--- src/rtl/tx_fifo_pkg.sv ---
// tx_fifo_pkg: shared PIO defaults for the tx/rx word FIFOs.
package tx_fifo_pkg;
   localparam int WIDTH_DEF = 32;
   localparam int DEPTH_DEF = 4;
   function automatic int lvl_w(input int depth);
      return $clog2(2 * depth) + 1;
   endfunction
endpackage

--- src/rtl/tx_fifo_if.sv ---
// tx_fifo_if: system-write / state-machine-read FIFO port bundle.
interface tx_fifo_if import tx_fifo_pkg::*; #(
   parameter int WIDTH = WIDTH_DEF,
   parameter int DEPTH = DEPTH_DEF
);
   localparam int LW = lvl_w(DEPTH);
   logic             sys_push;
   logic [WIDTH-1:0] sys_wdata;
   logic             fsm_pull;
   logic [WIDTH-1:0] fsm_rdata;
   logic             fsm_stall;
   logic             join_mode;
   logic             flush;
   logic             full;
   logic             empty;
   logic [LW-1:0]    level;
   logic             txover;
   logic             txover_clr;
   modport master (
      output sys_push, sys_wdata, fsm_pull, join_mode, flush, txover_clr,
      input  fsm_rdata, fsm_stall, full, empty, level, txover
   );
   modport slave (
      input  sys_push, sys_wdata, fsm_pull, join_mode, flush, txover_clr,
      output fsm_rdata, fsm_stall, full, empty, level, txover
   );
endinterface

--- src/rtl/tx_fifo.sv ---
// tx_fifo: show-ahead word FIFO, capacity DEPTH or 2*DEPTH (join_mode), sticky overflow flag.
module tx_fifo import tx_fifo_pkg::*; #(
   parameter int WIDTH = WIDTH_DEF,
   parameter int DEPTH = DEPTH_DEF
) (
   input logic      clk,
   input logic      rst,
   tx_fifo_if.slave bus
);
   localparam int AW = $clog2(2 * DEPTH);
   localparam int LW = lvl_w(DEPTH);
   logic [WIDTH-1:0] mem_q [2*DEPTH];
   logic [AW-1:0]    wptr_q, wptr_d, rptr_q, rptr_d;
   logic [LW-1:0]    level_q, level_d, cap;
   logic             txover_q, txover_d, join_q, join_d;
   logic             push_ok, pull_ok, clr, full, empty;
   always_comb begin
      cap      = join_q ? LW'(2 * DEPTH) : LW'(DEPTH);
      full     = level_q == cap;
      empty    = level_q == '0;
      push_ok  = bus.sys_push & (!full | bus.fsm_pull);
      pull_ok  = bus.fsm_pull & !empty;
      // a change of join_mode repartitions storage, so it clears like flush
      clr      = bus.flush | (bus.join_mode != join_q);
      wptr_d   = clr ? '0 : wptr_q + AW'(push_ok);
      rptr_d   = clr ? '0 : rptr_q + AW'(pull_ok);
      level_d  = clr ? '0 : level_q + LW'(push_ok) - LW'(pull_ok);
      txover_d = (bus.sys_push & full & !bus.fsm_pull) | (txover_q & !bus.txover_clr);
      join_d   = bus.join_mode;
   end
   always_ff @(posedge clk or posedge rst)
      if (rst) begin
         wptr_q   <= '0;
         rptr_q   <= '0;
         level_q  <= '0;
         txover_q <= 1'b0;
         join_q   <= 1'b0;
      end else begin
         wptr_q   <= wptr_d;
         rptr_q   <= rptr_d;
         level_q  <= level_d;
         txover_q <= txover_d;
         join_q   <= join_d;
      end
   always_ff @(posedge clk)
      if (push_ok && !clr) mem_q[wptr_q] <= bus.sys_wdata;
   assign bus.fsm_rdata = mem_q[rptr_q];
   assign bus.fsm_stall = bus.fsm_pull & empty;
   assign bus.full      = full;
   assign bus.empty     = empty;
   assign bus.level     = level_q;
   assign bus.txover    = txover_q;
endmodule

--- src/flat_wrapper.sv ---
// flat-port wrapper written by rule: the top's interface ports become plain ports
module tx_fifo_flat import tx_fifo_pkg::*;
#(
   parameter int WIDTH = WIDTH_DEF,
   parameter int DEPTH = DEPTH_DEF
)
  (clk, rst, bus_sys_push, bus_sys_wdata, bus_fsm_pull, bus_join_mode, bus_flush, bus_txover_clr, bus_fsm_rdata, bus_fsm_stall, bus_full, bus_empty, bus_level, bus_txover);
  tx_fifo_if #(.WIDTH(WIDTH), .DEPTH(DEPTH)) bus_i ();
  input logic clk;
  input logic rst;
  input wire logic [$bits(bus_i.sys_push)-1:0] bus_sys_push;
  input wire logic [$bits(bus_i.sys_wdata)-1:0] bus_sys_wdata;
  input wire logic [$bits(bus_i.fsm_pull)-1:0] bus_fsm_pull;
  input wire logic [$bits(bus_i.join_mode)-1:0] bus_join_mode;
  input wire logic [$bits(bus_i.flush)-1:0] bus_flush;
  input wire logic [$bits(bus_i.txover_clr)-1:0] bus_txover_clr;
  output wire logic [$bits(bus_i.fsm_rdata)-1:0] bus_fsm_rdata;
  output wire logic [$bits(bus_i.fsm_stall)-1:0] bus_fsm_stall;
  output wire logic [$bits(bus_i.full)-1:0] bus_full;
  output wire logic [$bits(bus_i.empty)-1:0] bus_empty;
  output wire logic [$bits(bus_i.level)-1:0] bus_level;
  output wire logic [$bits(bus_i.txover)-1:0] bus_txover;
  assign bus_i.sys_push = bus_sys_push;
  assign bus_i.sys_wdata = bus_sys_wdata;
  assign bus_i.fsm_pull = bus_fsm_pull;
  assign bus_i.join_mode = bus_join_mode;
  assign bus_i.flush = bus_flush;
  assign bus_i.txover_clr = bus_txover_clr;
  assign bus_fsm_rdata = bus_i.fsm_rdata;
  assign bus_fsm_stall = bus_i.fsm_stall;
  assign bus_full = bus_i.full;
  assign bus_empty = bus_i.empty;
  assign bus_level = bus_i.level;
  assign bus_txover = bus_i.txover;
  tx_fifo #(.WIDTH(WIDTH), .DEPTH(DEPTH)) u_core (.clk(clk), .rst(rst), .bus(bus_i));
endmodule
--- config.mk ---
export PLATFORM = sky130hd
export DESIGN_NAME = tx_fifo_flat
export DESIGN_NICKNAME = d
export VERILOG_FILES = /design/src/rtl/tx_fifo_pkg.sv /design/src/rtl/tx_fifo_if.sv /design/src/rtl/tx_fifo.sv /design/src/flat_wrapper.sv
export SDC_FILE = /design/constraint.sdc
export NUM_CORES = 1
export LEC_CHECK = 0
export CORE_MARGIN = 4
export CORE_UTILIZATION = 40
export CTS_CLUSTER_DIAMETER = 150
export DETAILED_ROUTE_END_ITERATION = 7
export SLEW_MARGIN = 30
export SYNTH_ARGS = -nofsm -noshare
export SYNTH_HDL_FRONTEND = slang
export SYNTH_SLANG_ARGS = --single-unit
--- constraint.sdc ---
create_clock -name clk -period 3.9 [get_ports clk]
set_clock_uncertainty 0.1 [all_clocks]
set_input_delay 0.975 -clock clk [delete_from_list [all_inputs] [get_ports clk]]
set_output_delay 0.975 -clock clk [all_outputs]
set_load 0.1 [all_outputs]
# Word level (Yosys, flattened, before mapping)
# Memories as Yosys holds them, arrays and structs flattened.
# Cells that the tools add are included.
[word_totals] register_bits=12 ram_bits=256 in_bits=39 output_inout_bits=40 memories=1
[memory_table] name="u_core.mem_q" depth=8 width=32 rd=1 rd_ports_with_merged_regs=0 write_ports=1 line_no="tx_fifo.sv:12" source="logic [WIDTH-1:0] mem_q [2*DEPTH];"
[classes] addsub=4 n_eq_ne=2 muxes=6 bitwise_logic=9 n_reduce_logical=7
[op_table] cell="two-way mux 4 bit" n=2
[op_table] cell="adder 3 x 1 -> 3 bit" n=2
[op_table] cell="bitwise AND 1 bit" n=6
[op_table] cell="two-way mux 3 bit" n=2
[op_table] cell="zero test 1 bit" n=5
[op_table] cell="adder 4 x 1 -> 4 bit" n=1
[op_table] cell="equality test 4 bit" n=1
[op_table] cell="zero test 4 bit" n=1
[op_table] cell="subtractor 4 x 1 -> 4 bit" n=1
[op_table] cell="OR 1 bit" n=3
[op_table] cell="two-way mux 1 bit" n=2
[op_table] cell="logical AND 1 bit" n=1
[op_table] cell="!= test 1 bit" n=1

# Longest topological paths before layout
# Gate-level depths: netlist of the first run.
[depth] word_depth=8 ltp_mapped=10 mapped_depth_nobuf=10

# Least setup slack after synthesis of the first run
# Ideal clock, no wire load.
[synth_timing] kind="flip-flop to output port" start="reg u_core.level_q[2] (netlist: u_core.bus.level[2])" end="out bus_full" t_arrival_ps=3329 required_ps=2825 slack_ps=-504 stages_incl_launch_ff=4 path_buffers=0 path_cell_list="dfrtp_1 -> nor3b_1 -> nor2_1 -> nor3_1"
[synth_via] elab_chain_len=1
[synth_lines] item="start: declaration" line_no="tx_fifo.sv:14" source="logic [LW-1:0] level_q, level_d, cap;"
[synth_lines] item="start signal: assignment" line_no="tx_fifo.sv:41" source="level_q <= level_d;"
[synth_lines] item="equality test 4 bit" line_no="tx_fifo.sv:19" source="full = level_q == cap;"
[synth_lines] item="end: declaration" line_no="flat_wrapper.sv:19" source="output wire logic [$bits(bus_i.full)-1:0] bus_full;"
# No other way between the ends.

# Worst setup path after layout of the first run
[layout_timing] start="reg u_core.rptr_q[0]" end="out bus_fsm_rdata[29]"
[layout_via] elab_chain_len=1
[layout_lines] item="start: declaration" line_no="tx_fifo.sv:13" source="logic [AW-1:0] wptr_q, wptr_d, rptr_q, rptr_d;"
[layout_lines] item="start signal: assignment" line_no="tx_fifo.sv:40" source="rptr_q <= rptr_d;"
[layout_lines] item="memory (8 x 32 bit)"
[layout_lines] item="end: declaration" line_no="flat_wrapper.sv:17" source="output wire logic [$bits(bus_i.fsm_rdata)-1:0] bus_fsm_rdata;"
# No other way between the ends.

==> results.md, run 1 <==
| Result | Value |
| --- | --- |
| Reg2Reg Setup Slack | 1.38 ns |
| Post-route DRC | 0 |
| Combinational cell fraction of total power | 0.208 |
| Largest delay contributor family on the critical path | multiplexers |
| Worst setup SP type | flop |
| Maximum ir drop on the vdd rail | 0.868 mV |
| Power, Total | 0.00722 W |
| Final HPWL DP | 11700 um |
| Longest individual stage delay on the worst path | 0.70 ns |
| Die height | 169 um |
| Net Sw Power | 0.00203 W |
| Maximum capacitance violations | 0 |
| Crit Path Max Fanout | 18 |
| CTS buffer count | 28 |
| Path class of the lowest-slack min-delay path | flop to flop |
| Total internal power | 0.00519 W |
| Filler Cells Inserted | 2035 |
| Detailed-router iteration count before antenna repair | 4 |
| Mean Syn Cell Area | 22.9 um^2 |
| Met1 wire length | 8200 um |
| Met2 layer wire length in the routed design | 9690 um |
| CORE AREA | 25300 um^2 |
| Synthesized netlist net count | 496 |
| Flop and latch count out of synthesis | 268 |
| Ratio of cells with drive above 1 in the final layout | 0.355 |
| Buf+Inv Stages, Crit Path | 2 |
| Number of antenna violations at the first check in global routing | 2 |
| Final Slew Violations | 0 |
| Leakage Power | 4.07 nW |
| Synth unique cells | 32 |
| DIE AREA | 28400 um^2 |
| CTS H-tree lvls | 1 |
| Largest net degree at the start of global routing | 34 |
| Gate count after technology mapping | 450 |
| Clock period minus worst slack | 3.64 ns |
| Post-CTS setup repair buffer count | 0 |
| Width of the die | 169 um |
| Sum of negative setup slack | 0 ns |
| Total Wirelength | 19200 um |
| Number of global-route vias before repair | 5254 |
| Result of the run | completed |
| Clock latency on the worst-skew pair | 0.53 ns |
| Root cell of the clock tree | clkbuf_16 |
| Part of the power in the clock network | 0.342 |
| Proportion of synthesized chip area in sequential cells | 0.774 |
| Slew of the pin with the lowest slew margin | 0.979 ns |
| Classification of the worst setup path | flop to primary output |
| Required time of the worst setup path | 2.82 ns |
| Clock Pin Slew Worst Setup and Hold Paths | 0.06 ns |
| Final period util | 0.933 |
| DRT antenna net count | 0 |
| CP Cell Sequence | buf_12 -> mux4_2 -> mux2_2 -> buf_4 |
| Net switching share of the total power | 0.281 |
| Ports | 79 |
| Detailed-route via count | 4726 |
| Layout Area Growth over Synthesis | 23.3% |
| Clock net sink count | 268 |
| Antenna cells | 0 |
| Power Dens Cells | 567 nW/um^2 |
| Post-Layout Cell Count | 913 |
| Slowest-stage cell, CP | dfrtp_4 |
| CTS tree | done |
| Critical path capture point type | primary output |
| 1st-iter DRT viols | 275 |
| Final net count | 607 |
| Synth Warn # | 0 |
| Starting Density | 0.409 |
| Hold buffer count at CTS | 0 |
| CP arrival | 2.56 ns |
| Number of setup violations in the final report | 0 |
| Drt wl/cell | 21.0 um |
| # rows | 58 |
| Final global-route overflow total | 0 |
| Number of placed instances with taps included | 861 |
| Number of hold violations in the final report | 0 |
| Maximum frequency from static timing analysis | 275 MHz |
| Count of buffers inserted at the top-level ports | 78 |
| Worst slew margin | 0.345 |
| Resized cells post-CTS | 0 |
| Post-Syn Area | 10300 um^2 |
| Total global routing track utilization | 0.138 |
| Vias per cell | 5.18 |
| Wire length of the first global-routing pass | 30500 um |
| Global placement routability congestion | 0.759 |
| RSZ-0062 raised after global routing | false |
| Sequential power share | 0.450 |
| Uppermost layer routed | met5 |
| Routed met3 length | 874 um |
| Bufs on Longest Clock Path | 3 |
[logic make-up (layout without fill, tap and decap cells)]
group                    count (synthesis)  after routing  synth area share
AO/OA/AOI/OAI                            5              5           0.00279
AND/OR/NAND/NOR                         39             39            0.0193
buffers and inverters                   28            161            0.0142
multiplexers                            97             97             0.176
flip-flops                             268            268             0.774
adder cells (fa/ha/maj)                  7              7           0.00921
XOR/XNOR                                 6              6           0.00509
[worst paths after layout]
path                       depth (start not counted)                          start                             to
setup / recovery                                   4     u_core.rptr_q[0]$_DFF_PP0_              bus_fsm_rdata[29]
hold / removal                                     2    u_core.bus.txover$_DFF_PP0_    u_core.bus.txover$_DFF_PP0_
setup reg to reg                                   9  u_core.bus.level[2]$_DFF_PP0_  u_core.bus.level[2]$_DFF_PP0_
hold reg to reg                                    2    u_core.bus.txover$_DFF_PP0_    u_core.bus.txover$_DFF_PP0_
max in group asynchronous                          2                            rst     u_core.rptr_q[2]$_DFF_PP0_
min in group asynchronous                          2                            rst  u_core.bus.level[1]$_DFF_PP0_
[worst register-to-register path, stage by stage, from the launching register on]
cell	delay (ns)
dfrtp_1	0.40
inv_1	0.10
ha_1	0.15
or3b_2	0.49
nand3_1	0.16
o21ai_0	0.12
ha_1	0.24
fa_1	0.41
xnor2_1	0.16
nor2_1	0.06
[through the flow]
step	util	hold slack, ns	cell area (um^2)	worst slack, ns
2_1_floorplan	-	0.469	10300	0.0619
3_3_place_gp	0.470	0.481	11900	0.553
3_5_place_dp	0.470	0.459	11900	0.480
4_1_cts	0.504	0.479	12700	0.200
5_1_grt	0.504	0.500	12700	0.137
6_report	0.504	0.462	12700	0.261
[power groups by stage]
stage                     Clock [W]  Sequential (W)  Combinational (W)
after global placement            0         0.00331            0.00150
after CTS                   0.00254         0.00325            0.00152
after global routing        0.00266         0.00326            0.00158
after detailed placement          0         0.00331            0.00152
after floorplan                   0         0.00340           0.000988
final                       0.00247         0.00325            0.00150
[synth_stat cells]
cell      count  share of area
nand2_1       2        0.00073
mux4_2       64           0.14
inv_1         9         0.0033
edfxtp_1    256           0.74
dfrtp_1      12          0.029
a21oi_1       1        0.00048
buf_1         3         0.0011
ha_1          6         0.0073
nor3b_1       1        0.00073
xor2_1        2         0.0017
buf_2         3         0.0015
or3b_2        1        0.00085
nand3b_1      1        0.00073
o22ai_1       1        0.00061
o21ai_0       1        0.00048
and3b_1       1        0.00085
buf_6         5         0.0055
nor2_1       15         0.0055
or2_2         1        0.00061
fa_1          1         0.0019
o21ai_1       1        0.00048
and2_1        6         0.0036
mux2_1        1         0.0011
a21o_1        1        0.00073
xnor2_1       4         0.0034
or3_1         1        0.00061
and3_1        1        0.00061
mux2_2       32          0.035
nand3_1       4         0.0019
nor3_1        4         0.0019
nor2b_1       1        0.00061
clkbuf_1      8         0.0029
[registers in the layout, indices dropped and copies added, names as in the netlist]
register / count
u_core.mem_q: 256
u_core.bus.level: 4
u_core.rptr_q: 3
u_core.wptr_q: 3
u_core.bus.txover: 1
u_core.join_q: 1
[final cells by class]
| cell class | instances | area, um^2 | area share |
|---|---|---|---|
| flip-flops and latches | 268 | 8000 | 0.628 |
| clock buffers | 32 | 716 | 0.0562 |
| inverters | 9 | 33.8 | 0.00265 |
| well taps | 330 | 413 | 0.0324 |
| clock inverters | 20 | 153 | 0.0120 |
| repair buffers | 100 | 1160 | 0.0908 |
| multi-input cells | 154 | 2260 | 0.178 |
[per-layer routing]
| layer | up-vias | GRT usage |
|---|---|---|
| met1 | 2482 | 0.185 |
| met2 | 107 | 0.235 |
| li1 | 2095 | - |
| met3 | 38 | 0.0271 |
| met5 | - | 0 |
| met4 | 4 | 0.0339 |
[layout by cell type, fill, tap and decap left out, drive strengths merged, types with 2 or more instances in the layout]
cell type      netlist  routed
and2                 6       6
buf                 11      58
bufinv               0       2
clkbuf               8      32
clkdlybuf4s50        0      42
clkinv               0      17
dfrtp               12      12
edfxtp             256     256
ha                   6       6
inv                  9      10
mux2                33      33
mux4                64      64
nand2                2       2
nand3                4       4
nor2                15      15
nor3                 4       4
o21ai                2       2
xnor2                4       4
xor2                 2       2
No activity file was read; power rests on OpenSTA's default activity.
==> run 2: changes to the inputs <==
--- a/config.mk
+++ b/config.mk
@@ -15 +15,2 @@
 export SYNTH_SLANG_ARGS = --single-unit
+export TNS_END_PERCENT = 10
--- a/constraint.sdc
+++ b/constraint.sdc
@@ -4,2 +4,2 @@
 set_output_delay 0.975 -clock clk [all_outputs]
-set_load 0.1 [all_outputs]
+set_load 0.05 [all_outputs]
==> run 2 against run 1 <==
  * Maximum frequency shrank 2.1%
  * First-iteration DRC count grew 1.5%
  * Clock power grew 6%
  * Largest power group unchanged
==> results.md, run 2 (synthesis gave the netlist of run 1 again) <==
| Result | Value | Change |
| --- | --- | --- |
| Post-Place Cell Area | 11700 um^2 | -1.7% |
| RSZ-0062 raised after global routing | false |  |
| Count of buffers inserted at the top-level ports | 78 | unchanged |
| Largest net degree at the start of global routing | 37 | +8.8% |
| Sequential power share | 0.469 | +0.019 |
| Post-Layout Cell Count | 915 | +0.22% |
| Wire length of the first global-routing pass | 30300 um | -0.86% |
| # rows | 58 | unchanged |
| Worst setup SP type | flop |  |
| Critical path capture point type | primary output |  |
| Drt wl/cell | 21.5 um | +2.4% |
| Ports | 79 | unchanged |
| Number of setup violations in the final report | 0 | unchanged |
| Total internal power | 0.00524 W | +1.0% |
| Number of hold violations in the final report | 0 | unchanged |
| Final net count | 610 | +0.49% |
| Bufs on Longest Clock Path | 3 | unchanged |
| Power Dens Cells | 549 nW/um^2 | -3.1% |
| Starting Density | 0.409 | unchanged |
| Part of the power in the clock network | 0.377 | +0.035 |
| Worst slew margin | 0.623 | +0.278 |
| CTS H-tree lvls | 1 | unchanged |
| Post-route DRC | 0 | unchanged |
| Detailed-route via count | 4729 | +0.063% |
| Total global routing track utilization | 0.139 | +0.00144 |
| Reg-to-reg startpoint | u_core.bus.level[2]$_DFF_PP0_ |  |
| Reg with most FFs | u_core.mem_q |  |
| Number of placed instances with taps included | 863 | +0.23% |
| CORE AREA | 25300 um^2 | unchanged |
| Clock period minus worst slack | 3.72 ns | +0.0785 ns |
| Final HPWL DP | 11700 um | +0.44% |
| DRT antenna net count | 0 | unchanged |
| Clock Pin Slew Worst Setup and Hold Paths | 0.06 ns | about the same |
| CTS tree | done |  |
| Leakage Power | 4.02 nW | -1.3% |
| Global placement routability congestion | 0.738 | -2.8% |
| Ratio of cells with drive above 1 in the final layout | 0.332 | -0.0234 |
| Power, Total | 0.00691 W | -4.3% |
| Die height | 169 um | unchanged |
| Fraction of the core area covered by cells at the end of the flow | 0.498 | -0.00600 |
| CTS buffer count | 29 | +3.6% |
| Maximum capacitance violations | 0 | unchanged |
| Top library cells by usage in the layout, fill and taps aside | edfxtp_1 (256), mux4_2 (64), clkdlybuf4s50_1 (49), buf_4 (38), mux2_2 (32) |  |
| Net Sw Power | 0.00167 W | -18% |
| Maximum frequency from static timing analysis | 269 MHz | -2.1% |
| Maximum ir drop on the vdd rail | 0.554 mV | -36% |
| DIE AREA | 28400 um^2 | unchanged |
| Final global-route overflow total | 0 | unchanged |
| Hold buffer count at CTS | 0 | unchanged |
| Final period util | 0.953 | +0.0201 |
| Net switching share of the total power | 0.242 | -0.0396 |
| Worst slack at placement | 0.479 ns | -0.000678 ns |
| Slew of the pin with the lowest slew margin | 0.563 ns | -0.416 ns |
| Combinational cell fraction of total power | 0.154 | -0.054 |
| Min-Delay Startpoint | u_core.bus.txover$_DFF_PP0_ |  |
| Number of antenna violations at the first check in global routing | 0 | -2 |
| Final Slew Violations | 0 | unchanged |
| Post-route cell area | 12600 um^2 | -1.2% |
| Root cell of the clock tree | clkbuf_16 |  |
| Number of global-route vias before repair | 5145 | -2.1% |
| Most frequent standard cell in the layout excluding fill and tap cells | edfxtp_1 |  |
| Total Wirelength | 19700 um | +2.6% |
| Path class of the lowest-slack min-delay path | flop to flop |  |
| Clock net sink count | 268 | unchanged |
| Worst setup path start | u_core.rptr_q[0]$_DFF_PP0_ |  |
| Clock latency on the worst-skew pair | 0.53 ns | about the same |
| Layout Area Growth over Synthesis | 21.9% |  |
| Crit Path Max Fanout | 36 | +18 |
| Result of the run | completed |  |
| Largest register FFs | 256 | unchanged |
| Detailed-router iteration count before antenna repair | 4 | unchanged |
| Width of the die | 169 um | unchanged |
| Classification of the worst setup path | flop to primary output |  |
| Vias per cell | 5.17 | -0.16% |
| Antenna cells | 0 | unchanged |
| Final worst-path setup slack | 0.183 ns | -0.0785 ns |
| Required time of the worst setup path | 2.82 ns | about the same |
| 1st-iter DRT viols | 279 | +1.5% |
| CP arrival | 2.64 ns | +0.08 ns |
-- run 2: changes by cell type in the layout (fill, tap and decap cells not counted), moves of 2 or more --
cell / before / now
buf_4: 34 / 38
buf_12: 24 / 4
clkinv_1: 10 / 5
dlymetal6s2s_1: 0 / 2
clkbuf_8: 0 / 2
clkdlybuf4s50_1: 42 / 49
dlygate4sd2_1: 0 / 8
clkinvlp_4: 0 / 2
-- run 2: layout make-up --
type | count | area, um^2
Clock inverter | 16 | 154
Timing Repair Buffer | 102 | 962
Inverter | 9 | 33.8
Tap cell | 330 | 413
Sequential cell | 268 | 7990
Fill cell | 2071 | 12700
Multi-Input combinational cell | 154 | 2250
Clock buffer | 36 | 772
-- run 2: metal layers --
metal,track usage,vias up,share of wire
li1,-,2096,-
met1,0.193,2490,0.44
met2,0.233,115,0.50
met3,0.0238,28,0.041
met4,0.0342,0,0.022
met5,0,-,0
-- run 2: path summary, 6_finish.rpt --
check | endpoint | slack, ns | cells past startpoint
hold reg to reg | u_core.bus.txover$_DFF_PP0_ | 0.47 | 2
max in group asynchronous | u_core.rptr_q[0]$_DFF_PP0_ | 2.64 | 2
setup reg to reg | u_core.bus.level[2]$_DFF_PP0_ | 1.37 | 9
min in group asynchronous | u_core.join_q$_DFF_PP0_ | 0.67 | 2
setup / recovery | bus_fsm_rdata[8] | 0.18 | 4
hold / removal | u_core.bus.txover$_DFF_PP0_ | 0.47 | 2
-- run 2: power groups by stage --
| stage | logic [W] | registers [W] | clock network (W) |
|---|---|---|---|
| global route | 0.00114 | 0.00325 | 0.00279 |
| CTS | 0.00108 | 0.00324 | 0.00267 |
| finish | 0.00106 | 0.00324 | 0.00261 |
| floorplan | 0.000718 | 0.00334 | 0 |
| detailed placement | 0.00109 | 0.00330 | 0 |
| global placement | 0.00107 | 0.00330 | 0 |
-- run 2: what timing repair did --
action                                  in CTS  in global routing
gates resized for setup                      9                  2
gates cloned                                 0                  0
setup buffers                                0                  0
endpoints found under the setup margin      26                  2
-- run 2: critical path, stage by stage, from the launching register on --
cell     delay, ns
dfrtp_4       0.55
buf_6         0.47
mux4_2        0.57
mux2_2        0.30
buf_4         0.20
-- run 2: through the flow --
step           TNS [ns]  hold slack [ns]
2_1_floorplan    -11.17            0.469
3_3_place_gp          0            0.445
3_5_place_dp          0            0.454
4_1_cts               0            0.471
5_1_grt               0            0.502
6_report              0            0.466
